### config.mk
export PLATFORM = sky130hd
export DESIGN_NAME = acc_sum_unit
export DESIGN_NICKNAME = d
export VERILOG_FILES = /design/src/rtl/acc_pkg.sv /design/src/rtl/acc_out_fifo.sv /design/src/rtl/acc_sum_unit.sv
export SDC_FILE = /design/constraint.sdc
export NUM_CORES = 1
export LEC_CHECK = 0
export BUFFER_PORTS_ARGS = -buffer_cell sky130_fd_sc_hd__buf_2
export CORE_MARGIN = 3
export CORE_UTILIZATION = 35
export DETAILED_ROUTE_END_ITERATION = 12
export MAX_ROUTING_LAYER = met4
export PLACE_DENSITY = 0.59
export REMOVE_ABC_BUFFERS = 1
export SYNTH_ARGS = -nofsm -noshare
export SYNTH_HDL_FRONTEND = slang
export SYNTH_SLANG_ARGS = --single-unit
### constraint.sdc
create_clock -name clk -period 2.49 [get_ports clk]
set_clock_uncertainty 0.2 [all_clocks]
set_input_delay 0.498 -clock clk [delete_from_list [all_inputs] [get_ports clk]]
set_output_delay 0.498 -clock clk [all_outputs]
set_load 0.01 [all_outputs]
### src/rtl/acc_pkg.sv
// Shared definitions for the accumulator frame protocol. The controller and the
// summing datapath both import this so they agree on frame length and phases.
package acc_pkg;

  // Receiver lock state: hunting for a frame start, or tracking frames.
  typedef enum logic [0:0] {
    StHunt = 1'b0,
    StRun  = 1'b1
  } state_e;

  // Phase counter type; wide enough for FRAME_LEN phases.
  typedef logic [1:0] ph_t;

  localparam int unsigned FRAME_LEN = 4;
  localparam ph_t         PH_FIRST  = 2'd0;
  localparam ph_t         PH_LAST   = 2'd3;

  // Depth of the completed-sum queue toward the consumer.
  localparam int unsigned FIFO_DEPTH = 2;

  // True on the phase whose sample closes the frame.
  function automatic logic is_last_phase(input ph_t ph);
    return ph == PH_LAST;
  endfunction

endpackage

### src/rtl/acc_out_fifo.sv
// Two-entry show-ahead FIFO holding completed frame sums. A push while full is
// accepted only when a pop happens on the same edge; otherwise it is ignored and
// the caller is expected to flag the drop.
module acc_out_fifo #(
  parameter int unsigned ACC_W = 10
) (
  input  logic             clk,
  input  logic             rst,
  input  logic             push,
  input  logic [ACC_W-1:0] push_data,
  output logic             full,
  input  logic             pop,
  output logic             empty,
  output logic [ACC_W-1:0] head
);

  logic [ACC_W-1:0] mem_q [2];
  logic             rd_ptr_q;
  logic             wr_ptr_q;
  logic [1:0]       count_q;
  logic             push_ok;
  logic             pop_ok;

  // Status decode and accepted-transfer qualification.
  always_comb begin
    empty   = (count_q == 2'd0);
    full    = (count_q == 2'd2);
    pop_ok  = pop && !empty;
    push_ok = push && (!full || pop_ok);
    // Head forced to zero when empty so the output matches reset after a drain.
    head    = empty ? '0 : mem_q[rd_ptr_q];
  end

  // Storage, pointers and occupancy.
  always_ff @(posedge clk) begin
    if (rst) begin
      for (int i = 0; i < 2; i++) begin
        mem_q[i] <= '0;
      end
      rd_ptr_q <= 1'b0;
      wr_ptr_q <= 1'b0;
      count_q  <= 2'd0;
    end else begin
      if (push_ok) begin
        mem_q[wr_ptr_q] <= push_data;
        wr_ptr_q        <= ~wr_ptr_q;
      end
      if (pop_ok) begin
        rd_ptr_q <= ~rd_ptr_q;
      end
      unique case ({push_ok, pop_ok})
        2'b10:   count_q <= count_q + 2'd1;
        2'b01:   count_q <= count_q - 2'd1;
        default: count_q <= count_q;
      endcase
    end
  end

endmodule

### src/rtl/acc_sum_unit.sv
// Frame-summing receiver for the sel/en accumulator protocol. Sums the four
// samples of each frame, flags misplaced strobes, and queues results for a
// valid/ready consumer.
module acc_sum_unit
  import acc_pkg::*;
#(
  parameter int unsigned DATA_W = 8,
  parameter int unsigned ACC_W  = 10
) (
  input  logic              clk,
  input  logic              rst,
  input  logic              sel,
  input  logic              en,
  input  logic [DATA_W-1:0] din,
  output logic [ACC_W-1:0]  dout,
  output logic              dout_valid,
  input  logic              dout_ready,
  output logic              locked,
  output logic              frame_err,
  output logic              ovf
);

  state_e           state_q, state_d;
  ph_t              ph_q, ph_d;
  logic [ACC_W-1:0] acc_q, acc_d;
  logic             err_q, err_d;
  logic             ovf_q, ovf_d;
  logic [ACC_W-1:0] din_ext;
  logic [ACC_W-1:0] sum;
  logic             commit;
  logic             fifo_full;
  logic             fifo_empty;
  logic [ACC_W-1:0] fifo_head;

  // Zero-extend the sample; the adder wraps naturally at ACC_W bits.
  always_comb begin
    din_ext = ACC_W'(din);
    sum     = acc_q + din_ext;
  end

  // State register.
  always_ff @(posedge clk) begin
    if (rst) begin
      state_q <= StHunt;
    end else begin
      state_q <= state_d;
    end
  end

  // Next state, phase, accumulator, error and commit decisions.
  always_comb begin
    state_d = state_q;
    ph_d    = ph_q;
    acc_d   = acc_q;
    err_d   = 1'b0;
    commit  = 1'b0;
    unique case (state_q)
      StHunt: begin
        // Only a frame start is meaningful while hunting.
        if (sel) begin
          state_d = StRun;
          acc_d   = din_ext;
          ph_d    = 2'd1;
        end else begin
          ph_d = PH_FIRST;
        end
      end
      StRun: begin
        if (sel) begin
          // sel always restarts; it wins over a simultaneous en, so at most one error.
          err_d = (ph_q != PH_FIRST);
          acc_d = din_ext;
          ph_d  = 2'd1;
        end else if (ph_q == PH_FIRST) begin
          // Between frames with no start strobe: lost framing.
          err_d   = 1'b1;
          state_d = StHunt;
        end else if (is_last_phase(ph_q)) begin
          if (en) begin
            commit = 1'b1;
            ph_d   = PH_FIRST;
          end else begin
            err_d   = 1'b1;
            state_d = StHunt;
            ph_d    = PH_FIRST;
          end
        end else begin
          if (en) begin
            // Early end strobe: frame is short, discard it.
            err_d   = 1'b1;
            state_d = StHunt;
            ph_d    = PH_FIRST;
          end else begin
            acc_d = sum;
            ph_d  = ph_q + 2'd1;
          end
        end
      end
      default: begin
        state_d = StHunt;
        ph_d    = PH_FIRST;
      end
    endcase
  end

  // Sticky overflow: a commit is lost only when full and nothing drains this edge.
  always_comb begin
    ovf_d = ovf_q | (commit & fifo_full & ~dout_ready);
  end

  // Datapath and status registers.
  always_ff @(posedge clk) begin
    if (rst) begin
      ph_q  <= PH_FIRST;
      acc_q <= '0;
      err_q <= 1'b0;
      ovf_q <= 1'b0;
    end else begin
      ph_q  <= ph_d;
      acc_q <= acc_d;
      err_q <= err_d;
      ovf_q <= ovf_d;
    end
  end

  acc_out_fifo #(
    .ACC_W (ACC_W)
  ) u_fifo (
    .clk       (clk),
    .rst       (rst),
    .push      (commit),
    .push_data (sum),
    .full      (fifo_full),
    .pop       (dout_ready),
    .empty     (fifo_empty),
    .head      (fifo_head)
  );

  // Outputs, all driven from registers.
  always_comb begin
    locked     = (state_q == StRun);
    frame_err  = err_q;
    ovf        = ovf_q;
    dout       = fifo_head;
    dout_valid = ~fifo_empty;
  end

endmodule

==> impl_metrics.sql <==
INSERT INTO impl_metrics (metric_group, metric, value, unit) VALUES
('run_status', 'run_status', 'complete, no violations', ''),
('clocking', 'worst_skew_pair.late_latency', '0.29', 'ns'),
('die', 'core-area', '0.00574', 'mm2'),
('finish', 'final_design_area_no_fill', '0.00257', 'mm2'),
('route', 'wl_met3', '143', 'um'),
('route', 'route.met2.wl', '1.93', 'mm'),
('route', 'routedWlPerCell', '12.5', 'um'),
('sta', 'tightest_slew', '0.476', 'ns'),
('sta', 'maxSlewViolCount', '0', ''),
('worst_setup_path', 'worst-endpoint-arrival', '2.27', 'ns'),
('sta', 'setup-violations-final', '0', ''),
('worst_setup_path', 'cp-start-kind', 'register', ''),
('yosys', 'post_synth_inst_count', '224', ''),
('worst_setup_path', 'highest_delay_cell_along_the_critical_path', 'dfxtp_1', ''),
('global_route', 'grt_pass1_vias', '1704', ''),
('worst_setup_path', 'worst-endpoint-required', '2.51', 'ns'),
('sta', 'timing.hold.ws', '0.260', 'ns'),
('global_route', 'antenna_found_initial', '0', ''),
('place', 'routabilityCongestion', '0.893', ''),
('finish', 'final_layout_net_count', '285', ''),
('die', 'dieWidth', '84.4', 'um'),
('die', 'rows', '27', ''),
('route', 'ant_nets', '0', ''),
('worst_setup_path', 'path_common_cell', 'ha_1', ''),
('clocking', 'postCtsResizedCells', '0', ''),
('clocking', 'cts_sinks', '40', ''),
('sta', 'timing.final.crit_period', '2.25', 'ns'),
('sta', 'post_route_clock_period_utilization', '90.5', '%'),
('yosys', 'share_of_synthesized_area_occupied_by_flip_flops_and_latches', '46.5', '%'),
('yosys', 'asyncSetResetFlopFracSynth', '0', '%'),
('die', 'die_h', '84.4', 'um'),
('global_route', 'gr-total-overflow', '0', ''),
('yosys', 'synth_flop_cell', 'edfxtp_1', ''),
('global_route', 'grt_usage', '13.3', '%'),
('worst_hold_path', 'min_path_type', 'reg -> reg', ''),
('power_and_ir_drop', 'maximum_ir_drop_on_the_vdd_rail', '219', 'uV'),
('die', 'ios', '27', ''),
('route', 'drc_violations_left', '0', ''),
('clocking', 'htree_levels', '2', ''),
('place', 'postPlaceCellArea', '0.00241', 'mm2'),
('clocking', 'cts_buffers', '5', ''),
('sta', 'totalNegativeSetupSlack', '0', 'ns'),
('worst_setup_path', 'critical_path.top_delay_family', 'adder cells', ''),
('place', 'post-dp-hpwl', '3.14', 'mm'),
('clocking', 'cts_hold_buffers', '0', ''),
('sta', 'timing.fmax', '444', 'MHz'),
('global_route', 'global_route_wire_length_before_repair', '7.47', 'mm'),
('clocking', 'post_cts.repair.setup_buffers', '0', ''),
('place', 'io_buffers', '26', ''),
('worst_setup_path', 'worst-path-max-fanout', '5', ''),
('die', 'initial_core_util', '37.5', '%'),
('yosys', 'synth-warning-count', '0', ''),
('worst_setup_path', 'crit_chain', 'ha_1 > ha_1 > and4bb_4 > nand2b_4 > ha_1 > or3_1 > a21oi_1', ''),
('worst_setup_path', 'cp.buffers_inverters', '0', ''),
('clocking', 'clockRootBuffer', 'clkbuf_8', ''),
('worst_setup_path', 'critPathCaptureType', 'register', ''),
('clocking', 'clock_pin_slew_worst_setup_and_hold_paths', '0.08', 'ns'),
('sta', 'timing.slew.headroom', '68.1', '%'),
('die', 'die-area', '0.00713', 'mm2'),
('route', 'number_of_drc_markers_in_iteration_0', '60', ''),
('place', 'placement.setup.worst_slack', '0.0219', 'ns'),
('yosys', 'synth_edf_count', '20', ''),
('yosys', 'post_synthesis_cell_area', '0.00215', 'mm2'),
('clocking', 'max-clock-path-buffers', '2', ''),
('worst_setup_path', 'path_class', 'reg -> reg', ''),
('route', 'totalWireLength', '4.16', 'mm'),
('route', 'm1WireLength', '2.00', 'mm'),
('route', 'viasPerCell', '4.86', ''),
('power_and_ir_drop', 'power_density', '642', 'mW/mm2'),
('route', 'highest_metal_layer_with_signal_wires', 'met4', ''),
('run', 'cap_violations', '0', '');
==> path summary, 6_finish.rpt <==
| check | from | end | slack [ns] | cells past startpoint |
|---|---|---|---|---|
| setup / recovery | ph_q[0] | u_fifo.count_q[1] | 0.24 | 7 |
| hold / removal | acc_q[2] | acc_q[2] | 0.26 | 2 |
| setup reg to reg | ph_q[0] | u_fifo.count_q[1] | 0.24 | 7 |
| hold reg to reg | acc_q[2] | acc_q[2] | 0.26 | 2 |
==> cells in the final DEF, fill, tap and decap left out, types with 5 or more instances in the layout <==
| cell type | instances |
|---|---|
| xnor2_1 | 5 |
| xor2_1 | 8 |
| nand2_1 | 10 |
| nor3_1 | 7 |
| clkbuf_8 | 5 |
| inv_1 | 9 |
| buf_4 | 12 |
| mux2i_1 | 10 |
| nor2_1 | 51 |
| a21oi_1 | 19 |
| o21ai_0 | 7 |
| edfxtp_1 | 20 |
| dfxtp_1 | 20 |
| ha_1 | 12 |
| buf_2 | 26 |
==> sequential cells by signal (all words and copies together) (netlist names), named ones only <==
register	flops
ovf	1
ph_q	2
u_fifo.mem_q	20
u_fifo.wr_ptr_q	1
acc_q	10
u_fifo.count_q	2
locked	1
frame_err	1
u_fifo.rd_ptr_q	1
==> worst reg2reg max path, cell delays in order (launching register included) <==
cell and delay (ns):
dfxtp_1 0.37, ha_1 0.26, ha_1 0.18, and4bb_4 0.26
nand2b_4 0.07, ha_1 0.33, or3_1 0.37, a21oi_1 0.14
==> synth_stat cells (2+ instances only) <==
cell / n / area, um2
nand2_1: 10 / 37.5
edfxtp_1: 20 / 601
nor3_1: 7 / 35.0
a211oi_1: 3 / 22.5
o21a_1: 2 / 15.0
a21oi_1: 19 / 95.1
buf_2: 3 / 15.0
o22ai_1: 3 / 18.8
or3_1: 3 / 18.8
a22oi_1: 2 / 15.0
xor2_1: 8 / 70.1
xnor2_1: 5 / 43.8
mux2i_1: 10 / 100
dfxtp_1: 20 / 400
nor2_1: 51 / 191
buf_6: 2 / 22.5
nand3_1: 3 / 15.0
o21ai_0: 7 / 35.0
inv_1: 9 / 33.8
ha_1: 12 / 150
nand2b_1: 2 / 12.5
clkbuf_1: 5 / 18.8
==> stage by stage <==
step | instances | total power (W) | util, %
global placement | 324 | 0.000935 | 41.9
finish | 332 | 0.00165 | 44.7
floorplan | 214 | 0.000862 | -
detailed placement | 324 | 0.000937 | 41.9
CTS | 332 | 0.00167 | 44.7
global route | 332 | 0.00172 | 44.7
==> report_power, final <==
part	internal [W]	total [W]	switching [W]
clock network	0.000501	0.000726	0.000225
logic	0.0000800	0.000199	0.000119
registers	0.000711	0.000722	0.0000109
total	0.00129	0.00165	0.000355
==> cells by family (layout without fill, tap and decap cells) <==
kind of cell / after synthesis / in the layout / share of synthesized area, %
flip-flops: 40 / 40 / 46.5
AO/OA/AOI/OAI: 46 / 46 / 13.2
adder cells (fa/ha/maj): 13 / 13 / 7.90
buffers and inverters: 19 / 55 / 4.18
XOR/XNOR: 13 / 13 / 5.29
AND/OR/NAND/NOR: 83 / 83 / 18.2
multiplexers: 10 / 10 / 4.65
==> per-layer routing <==
layer  global-route usage, %  vias to the layer above
met3                    2.85                        5
li1                        -                      852
met1                    16.2                      733
met4                    5.18                        0
met5                       -                        -
met2                    21.7                       22
==> area by class of cell <==
type	count	area (um2)	share of cell area, %
multi-input combinational	165	1060	41.4
sequential	40	1000	39.0
timing repair buffer	38	220	8.58
clock inverter	3	90.1	3.51
tap	72	90.1	3.51
clock buffer	5	68.8	2.68
inverter	9	33.8	1.32
No activity file was read; power rests on OpenSTA's default activity.
